--- src/rtl/print_scheduler.sv ---
// print_scheduler: queues ME-stage print requests and holds each value on
// the display for a minimum number of cycles, stalling the pipe when full.
module print_scheduler #(
    parameter int VALUE_W     = 32,
    parameter int DEPTH       = 4,
    parameter int HOLD_CYCLES = 50_000_000
) (
    input  logic                         sys_clock,
    input  logic                         reset,
    input  logic                         print_req,
    input  logic [VALUE_W-1:0]           print_value,
    input  logic                         print_clear,
    output logic                         print_stall,
    output logic [VALUE_W-1:0]           disp_value,
    output logic                         disp_valid,
    output logic                         busy,
    output logic [$clog2(DEPTH+1)-1:0]   fifo_count
);

    localparam int PTR_W = $clog2(DEPTH);
    localparam int CNT_W = $clog2(DEPTH + 1);
    localparam int HLD_W = (HOLD_CYCLES > 1) ? $clog2(HOLD_CYCLES) : 1;
    localparam logic [HLD_W-1:0] HOLD_LAST = HLD_W'(HOLD_CYCLES - 1);
    localparam logic [CNT_W-1:0] FULL      = CNT_W'(DEPTH);

    typedef enum logic [1:0] {
        EMPTY  = 2'd0,
        SHOW   = 2'd1,
        PARKED = 2'd2
    } state_e;

    state_e               state_q, state_d;
    logic [HLD_W-1:0]     hold_q, hold_d;
    logic [VALUE_W-1:0]   value_q, value_d;
    logic                 valid_q, valid_d;
    logic [PTR_W-1:0]     wptr_q, wptr_d;
    logic [PTR_W-1:0]     rptr_q, rptr_d;
    logic [CNT_W-1:0]     count_q, count_d;
    logic [VALUE_W-1:0]   mem_q [DEPTH];

    logic full;
    logic nonempty;
    logic push;
    logic pop;

    assign full        = (count_q == FULL);
    assign nonempty    = (count_q != '0);
    assign push        = print_req && !full && !print_clear;
    assign print_stall = full;
    assign busy        = (state_q == SHOW) || nonempty;
    assign fifo_count  = count_q;
    assign disp_value  = value_q;
    assign disp_valid  = valid_q;

    always_comb begin
        state_d = state_q;
        hold_d  = hold_q;
        value_d = value_q;
        valid_d = valid_q;
        pop     = 1'b0;
        unique case (state_q)
            EMPTY, PARKED: pop = nonempty;
            SHOW: begin
                if (hold_q == HOLD_LAST) begin
                    pop = nonempty;
                    if (!nonempty) state_d = PARKED;
                end else begin
                    hold_d = hold_q + HLD_W'(1);
                end
            end
            default: state_d = EMPTY;
        endcase
        if (pop) begin
            value_d = mem_q[rptr_q];
            valid_d = 1'b1;
            hold_d  = '0;
            state_d = SHOW;
        end
        // clear wins over everything, including a pop due this edge
        if (print_clear) begin
            pop     = 1'b0;
            state_d = EMPTY;
            hold_d  = '0;
            value_d = '0;
            valid_d = 1'b0;
        end

        wptr_d  = wptr_q;
        rptr_d  = rptr_q;
        count_d = count_q;
        if (print_clear) begin
            wptr_d  = '0;
            rptr_d  = '0;
            count_d = '0;
        end else begin
            if (push) wptr_d = wptr_q + PTR_W'(1);
            if (pop)  rptr_d = rptr_q + PTR_W'(1);
            unique case ({push, pop})
                2'b10:   count_d = count_q + CNT_W'(1);
                2'b01:   count_d = count_q - CNT_W'(1);
                default: count_d = count_q;
            endcase
        end
    end

    always_ff @(posedge sys_clock or posedge reset) begin
        if (reset) begin
            state_q <= EMPTY;
            hold_q  <= '0;
            value_q <= '0;
            valid_q <= 1'b0;
            wptr_q  <= '0;
            rptr_q  <= '0;
            count_q <= '0;
        end else begin
            state_q <= state_d;
            hold_q  <= hold_d;
            value_q <= value_d;
            valid_q <= valid_d;
            wptr_q  <= wptr_d;
            rptr_q  <= rptr_d;
            count_q <= count_d;
        end
    end

    always_ff @(posedge sys_clock) begin
        if (push) mem_q[wptr_q] <= print_value;
    end

endmodule

--- config.mk ---
export PLATFORM = sky130hd
export DESIGN_NAME = print_scheduler
export DESIGN_NICKNAME = d
export VERILOG_FILES = /design/src/rtl/print_scheduler.sv
export SDC_FILE = /design/constraint.sdc
export NUM_CORES = 1
export LEC_CHECK = 0
export CAP_MARGIN = 20
export CORE_MARGIN = 5
export CORE_UTILIZATION = 40
export CTS_CLUSTER_DIAMETER = 80
export CTS_CLUSTER_SIZE = 10
export DETAILED_ROUTE_END_ITERATION = 8
export REMOVE_ABC_BUFFERS = 1
export SLEW_MARGIN = 20
export SYNTH_ARGS = -nofsm -noshare
export SYNTH_HDL_FRONTEND = slang
export SYNTH_SLANG_ARGS = --single-unit
--- constraint.sdc ---
create_clock -name sys_clock -period 4.09 [get_ports sys_clock]
set_input_delay 0.409 -clock sys_clock [delete_from_list [all_inputs] [get_ports sys_clock]]
set_output_delay 0.409 -clock sys_clock [all_outputs]
set_load 0.03 [all_outputs]
==> out/results.txt, run 1 <==
The run gives 4 as the first-pass iteration count of the detailed router. The via count of the first global-routing pass is 5,197, and the minimum period implied by the final worst setup slack is 3.27 ns. The fraction of the cycle the final worst path needs was 0.799; the final wirelength was 18.1 mm. STA classifies the critical path startpoint as a flop. The launch point of the critical path is hold_q[0]. Traced cell by cell, the critical path runs through ha_1 -> or4b_1 -> or4_1 -> o41a_2 -> nor4_2 -> fa_1 -> a21oi_1 -> nor3_1 -> o41ai_1 -> a22oi_1. In this run the worst path has a maximum fanout of 6. The slowest stage of the critical path is the or4_1 cell. TritonCTS created 17 clock buffers.

The number of failing hold endpoints at the final stage is 0, and the arrival time reported for the critical path endpoint is 3.60 ns. Tightest slew margin relative to the limit: 0.324. The number of diodes was 0; the wire length of the first global-routing pass was 28.9 mm. In this run, synthesis produced a sequential element count of 196. The startpoint identified for the worst register-to-register timing path is hold_q[0].

For the number of warnings reported in the yosys synthesis log, the log shows 0. Post-CTS timing repair inserted 0 buffers for setup. The number of gates resized after CTS was 0. In this run the worst setup path terminates at fifo_count[2]. The data required time at the worst endpoint is 4.42 ns, and the static leakage power is 3.30 nW. The number of antenna violations at the first check in global routing is 0, and the flop-to-flop setup slack is 0.82 ns. The die is 152 um tall. Dividing the detail-routed wire length by the instance count gives 20.3 um. For the worst-case setup slack after placement, the log shows 0.855 ns.

The number of ports placed on the die boundary was 74; the count of unique library cells instantiated by Yosys was 45. The count of nets after finishing was 652. The library cell used most frequently in the layout, excluding fill and tap cells, is edfxtp_1. The tools report the gate count of the mapped netlist as 549. Proportion of layout cells with a drive suffix above 1: 0.138. The tools report the critical register-to-register path endpoint as fifo_count[2]. Setup repair after global routing left no endpoint under its margin.

Based on the critical path, the design can be clocked at up to 0.306 GHz. The run gives 1,758 as the total of fill cells in the finished design. For this run, the slowest stage of the critical path takes 0.63 ns. The run gives 0.43 ns as the clock latency of the later-clocked register in the worst-skew pair. The final routed DRC violation total was 0. The weighted congestion at the end of routability-driven global placement was 0.797.

The number of max-capacitance violations reported was 0; the async set-or-reset flop fraction in the synthesized netlist was 0.347. Overall routing resource usage: 0.158. The clock arrives with 0.0105 ns of skew. Input and output buffers added on the ports amount to 73. The clock tree synthesis step divided the H-tree into 4 levels. The core outline area was 20,100 um^2; the cell count of the worst reg-to-reg path was 10. The tools report the total setup violations reported at the end of the flow as 0.

The worst supply voltage drop on vdd is 0.000388 V. The tools report the number of design-rule violations left by the first detailed-router iteration as 398. The tightest min-delay check is of the in2async type. After legalization and detailed placement, the total HPWL measured 10.6 mm. The number of max-slew violations in the final report was 0. TritonCTS built the clock tree. For the remaining antenna violation count after routing, the log shows 0. The clock passes through at most 2 buffers. The worst-case setup margin in the final layout is 0.820 ns, and the clock input transition at the sequential cells of the worst setup and hold paths is 0.08 ns.

In the synthesized netlist the dominant register cell turns out to be edfxtp_1. The die area was 23,200 um^2. The run gives 0.403 as the starting utilization of the core area. In this run, synthesis inferred 128 flip-flops with an integrated enable. Summing every instance area after synthesis gives 8110 um^2. After layout, the design draws a total of 0.00601 W.

The worst setup path is captured at a flop. The number of buffers inserted by hold repair at cts is 0, and the number of sinks handled by clock tree synthesis is 196. The flow ran to the end, and the final reports show no timing, DRC or antenna violations. Global routing finished with a remaining overflow of 0.

The register area share after synthesis was 0.684; the total via count in the routed design was 4,992. The clock tree root driver cell was clkbuf_16. At the pin with the least slew margin, the transition time is 1.01 ns.

In the routed layout, each cell is associated on average with a via count of 5.59. The floorplan has 52 rows. Final hold analysis gives a worst-case slack of 0.515 ns. Post-synthesis average cell area: 14.8 um^2.

In this run the horizontal extent of the chip is 152 um. The library cells used most frequently in the layout, excluding fill and tap cells, are 128 x edfxtp_1, 72 x clkdlybuf4s50_1, 66 x dfrtp_1. Area added between synthesis and finish: 19.3%. The largest net degree at the start of global routing is 43, and the power per cell area is 621 nW/um^2. The setup path with the least slack is of type reg2reg.
==> how the worst min path moves through the flow <==
stage | start | end | slack (ns) | cells past startpoint
finish | reset | hold_q[14] | 0.51 | 2
global route | disp_valid | disp_valid | 0.56 | 2
CTS | disp_valid | disp_valid | 0.53 | 2
detailed placement | disp_valid | disp_valid | 0.51 | 2
global placement | disp_valid | disp_valid | 0.49 | 2
floorplan | print_clear | disp_value[0] | 0.47 | 1
==> state kept, by name (all words and copies together) (netlist names) <==
register    cells
disp_valid      1
disp_value     32
fifo_count      3
hold_q         26
mem_q         128
rptr_q          2
state_q         2
wptr_q          2
==> cell type report <==
class / instances / area (um^2) / share of cell area
sequential: 196 / 5550 / 0.573
multi-input combinational: 308 / 2400 / 0.248
timing repair buffer: 81 / 786 / 0.0812
clock buffer: 17 / 425 / 0.0440
tap: 270 / 338 / 0.0349
clock inverter: 15 / 159 / 0.0164
inverter: 6 / 22.5 / 0.00233
==> critical path, delay by kind of cell, from the launching register on <==
family | cells | cell delay (ns)
DFF | 1 | 0.38
adders and majority gates | 2 | 0.52
and+or+nand+nor | 4 | 1.49
AOI/OAI and AO/OA | 4 | 0.78
==> routing by layer <==
layer,wire length (um),track usage,part of all wire
met4,165,0.0360,0.0091
met5,0,0,0
met1,7610,0.202,0.42
met3,1010,0.0432,0.056
met2,9350,0.272,0.52
==> cell usage after synthesis, types with 5 or more instances <==
master / count / area share
ha_1: 5 / 0.0077
clkbuf_1: 25 / 0.012
xnor2_1: 7 / 0.0076
nor2b_1: 5 / 0.0039
nand4_1: 7 / 0.0054
xor2_1: 7 / 0.0076
or3_1: 7 / 0.0054
buf_2: 8 / 0.0049
dfrtp_1: 68 / 0.21
edfxtp_1: 128 / 0.47
a21oi_1: 49 / 0.030
nor2_1: 27 / 0.012
o21ai_0: 26 / 0.016
nand3_1: 38 / 0.023
o21ai_1: 11 / 0.0068
nor3_1: 6 / 0.0037
inv_1: 6 / 0.0028
mux4_2: 32 / 0.089
or4_1: 11 / 0.010
nand2_1: 19 / 0.0088
nand2b_1: 5 / 0.0039
o31ai_1: 5 / 0.0046
==> report_power, final <==
part	internal (W)	switching, W
clock network	0.000820	0.000809
logic	0.000748	0.00102
registers	0.00236	0.000245
==> logic make-up (layout without fill, tap and decap cells) <==
logic type | count (synthesis) | in the layout | synth area share
simple gates | 148 | 148 | 0.0997
mux | 37 | 37 | 0.0954
xor+xnor | 14 | 14 | 0.0151
buf+inv | 45 | 119 | 0.0239
compound gates | 103 | 103 | 0.0719
flops | 196 | 196 | 0.684
fa+ha+maj | 6 | 6 | 0.0102
==> metrics by stage <==
| step | TNS (ns) | instances | utilization | area (um^2) |
|---|---|---|---|---|
| after floorplan | -1.60 | 510 | - | 7940 |
| after global placement | 0 | 861 | 0.452 | 9090 |
| after detailed placement | 0 | 861 | 0.452 | 9090 |
| after CTS | 0 | 893 | 0.481 | 9670 |
| after global routing | 0 | 893 | 0.481 | 9680 |
| final | 0 | 893 | 0.481 | 9680 |
(Power assumes the default switching activity.)
==> inputs of run 2 (changes only) <==
==> constraint.sdc (replaced) <==
create_clock -name sys_clock -period 2.8 [get_ports sys_clock]
set_input_delay 0.28 -clock sys_clock [delete_from_list [all_inputs] [get_ports sys_clock]]
set_output_delay 0.28 -clock sys_clock [all_outputs]
set_load 0.03 [all_outputs]
==> run 2 against run 1 <==
Net effect: the run now ends with negative setup slack left; core utilization is 1.6 points higher; sequential power increased by 44%; combinational power increased by 59%; count of clock-buffer cells in the layout up 1; sequential share of layout area fell by 1.8 points; fmax increased by 15%; clock skew is 0.0011 ns higher; power up 51%; final cell count rose by 3.1%; critical path type unchanged; largest cell class unchanged.
==> out/results.txt, run 2 (synthesis gave the netlist of run 1 again) <==
For this run, design rule violations remaining after detail routing come to 0. Setup repair after global routing could not meet its margin everywhere. The tools report the number of design-rule violations left by the first detailed-router iteration as 320. The run finished, with violations left. The via count of the first global-routing pass came out at 5,384. The area taken by flip-flops and latches was 5550 um^2; the HPWL after detailed placement was 11.0 mm. The filler cells instantiated in the layout total 1,715. The height of the die is 152 um, and the number of diodes is 0.

The routed layout has 5,102 vias. For the cell area after placement, the log shows 9350 um^2. The clock tree root driver cell is clkbuf_16. The tools report the total non-filler cell area in the finished layout as 9990 um^2. Clock-pin slew was measured on the worst setup and hold paths at 0.08 ns.

Proportion of layout cells with a drive suffix above 1: 0.181. The class of the most critical hold timing path is in2async. The delay contributed by the slowest stage of the critical path works out to 0.45 ns.

Number of max-slew violations in the final report: 0. The largest net degree at the start of global routing is 61, and the worst supply voltage drop on vdd is 0.000506 V. In this run the core area contains 52 standard-cell rows.

The power per cell area came out at 908 nW/um^2. The die area was 23,200 um^2. Counting along the longest clock path gives a buffer depth of 2. The multi-input combinational cells in the finished layout cover a total of 2430 um^2. The signal on the critical path passes through ha_2 -> or4b_4 -> or4_4 -> o41a_4 -> nor4_4 -> fa_2 -> buf_4 -> nand2b_1 -> mux2i_1 -> a22oi_1. Logic depth of the worst path, buffers included: 10.

The cell count of the worst reg-to-reg path is 10, and the pin slew with the least headroom to its limit is 0.968 ns. In this run, CTS created clock tree buffers numbering 17. TritonCTS built the clock tree.

Post-CTS timing repair inserted 0 buffers for setup. The register with the most flip-flops in the layout has 128 of them. The largest individual stage delay along the critical path comes from the cell or4b_4. The accumulated negative setup slack is -0.0473 ns. The tool flagged a number of max-cap violations equal to 0. Number of antenna violations at the first check in global routing: 1. Worst-case setup margin in the final layout: -0.0473 ns.

The final reports fail on negative setup slack. Leaving out fill and tap cells, the most frequent cell in the layout is edfxtp_1. The worst setup path is launched from a flop. The clock tree synthesis step divided the H-tree into 4 levels.

For the number of failing hold endpoints at the final stage, the log shows 0. The setup clock skew after layout was 0.0116 ns; the final wirelength was 18.1 mm. In this run the worst path has a maximum fanout of 3. The clock net in this run drives a total of 196 sinks. The logs give 1 for the total setup violations reported at the end of the flow and 3.19 ns for the arrival time reported for the critical path endpoint. The critical path is of the reg2reg type. The pre-antenna-repair detailed-routing pass consisted of 5 iterations. The tightest slew margin relative to the limit is 0.355. Leaving out fill and tap cells, the most frequent cells in the layout are 128 x edfxtp_1, 72 x clkdlybuf4s50_1, 66 x dfrtp_1. The starting utilization of the core area was 0.403. The minimum period implied by the final worst setup slack works out to 2.85 ns. After global routing the overflow that remains totals 0. The core outline area came out at 20,100 um^2. Wire length of the first global-routing pass: 29.3 mm. Among cell families on the critical path, the largest total delay comes from simple AND/OR/NAND/NOR gates. At the end of routability-driven placement, the weighted congestion stood at 0.865.

Overall power consumption after layout is estimated at 0.00907 W. The overall routing resource usage was 0.160; the fraction of the cycle the final worst path needs was 1.02. The area added between synthesis and finish was 23.2%; the buffers plus inverters on the worst setup path was 1. The number of ports placed on the die boundary came out at 74. The routed length per placed instance works out to 19.6 um. Data on the critical path is required at its endpoint by 3.15 ns. The count of nets after finishing is 680. The register with the highest flop count was mem_q. The static leakage power was 3.48 nW; the vias per cell was 5.54.

Static timing analysis puts the maximum clock frequency at 0.351 GHz. The remaining antenna violation count after routing was 0; the die width was 152 um. Category of the worst setup path capture point: a flop.

The clock reaches the later pin of the worst-skew pair after 0.44 ns. For the number of buffers inserted by hold repair at cts, the log shows 0. Number of I/O port buffers: 73.
## run 2: worst reg2reg max path, delay by kind of cell, from the launching register on
family | cells | cell delay (ns)
adders and majority gates | 2 | 0.42
buffers and inverters | 1 | 0.11
muxes | 1 | 0.07
DFF | 1 | 0.36
and+or+nand+nor | 4 | 1.22
AOI/OAI and AO/OA | 2 | 0.57
## run 2: through the flow
stage | setup WS, ns | cells | utilization | hold WS, ns
after CTS | -0.114 | 921 | 0.497 | 0.110
after detailed placement | -0.138 | 889 | 0.465 | 0.506
after global placement | -0.108 | 889 | 0.465 | 0.491
final | -0.0473 | 921 | 0.497 | 0.103
after global routing | -0.177 | 921 | 0.497 | 0.123
after floorplan | -1.36 | 510 | - | 0.343
## run 2: worst paths after layout
path / startpoint / to / slack (ns)
max in group asynchronous: reset / rptr_q[1] / 2.06
worst max-delay path: hold_q[1] / fifo_count[2] / -0.05
min in group sys_clock: print_clear / wptr_q[0] / 0.30
worst min-delay path: reset / disp_value[29] / 0.10
worst max register to register: hold_q[1] / fifo_count[2] / -0.05
worst min register to register: disp_valid / disp_valid / 0.51
## run 2: layout make-up
class,count,share of cell area
sequential,196,0.555
inverter,6,0.00225
multi-input combinational,308,0.243
clock inverter,14,0.0183
tap,270,0.0338
clock buffer,18,0.0430
timing repair buffer,109,0.105
## run 2: where the power goes
| group | internal (W) | switching (W) |
|---|---|---|
| Sequential | 0.00346 | 0.000305 |
| Clock | 0.00130 | 0.00119 |
| Combinational | 0.00124 | 0.00158 |
| Total | 0.00600 | 0.00308 |
## run 2: timing repair
item	4_1_cts	5_1_grt
setup endpoints to repair	2	3
resized for setup	6	1
pin swaps	4	2
## run 2: per-layer routing
| layer | global-route usage | vias up | wire [um] | share of wire |
|---|---|---|---|---|
| met4 | 0.0467 | 2 | 176 | 0.0097 |
| met2 | 0.271 | 163 | 9110 | 0.50 |
| met1 | 0.206 | 2635 | 7680 | 0.42 |
| met3 | 0.0417 | 19 | 1110 | 0.061 |
| li1 | - | 2283 | - | - |
| met5 | 0 | - | 13 | 0.00072 |
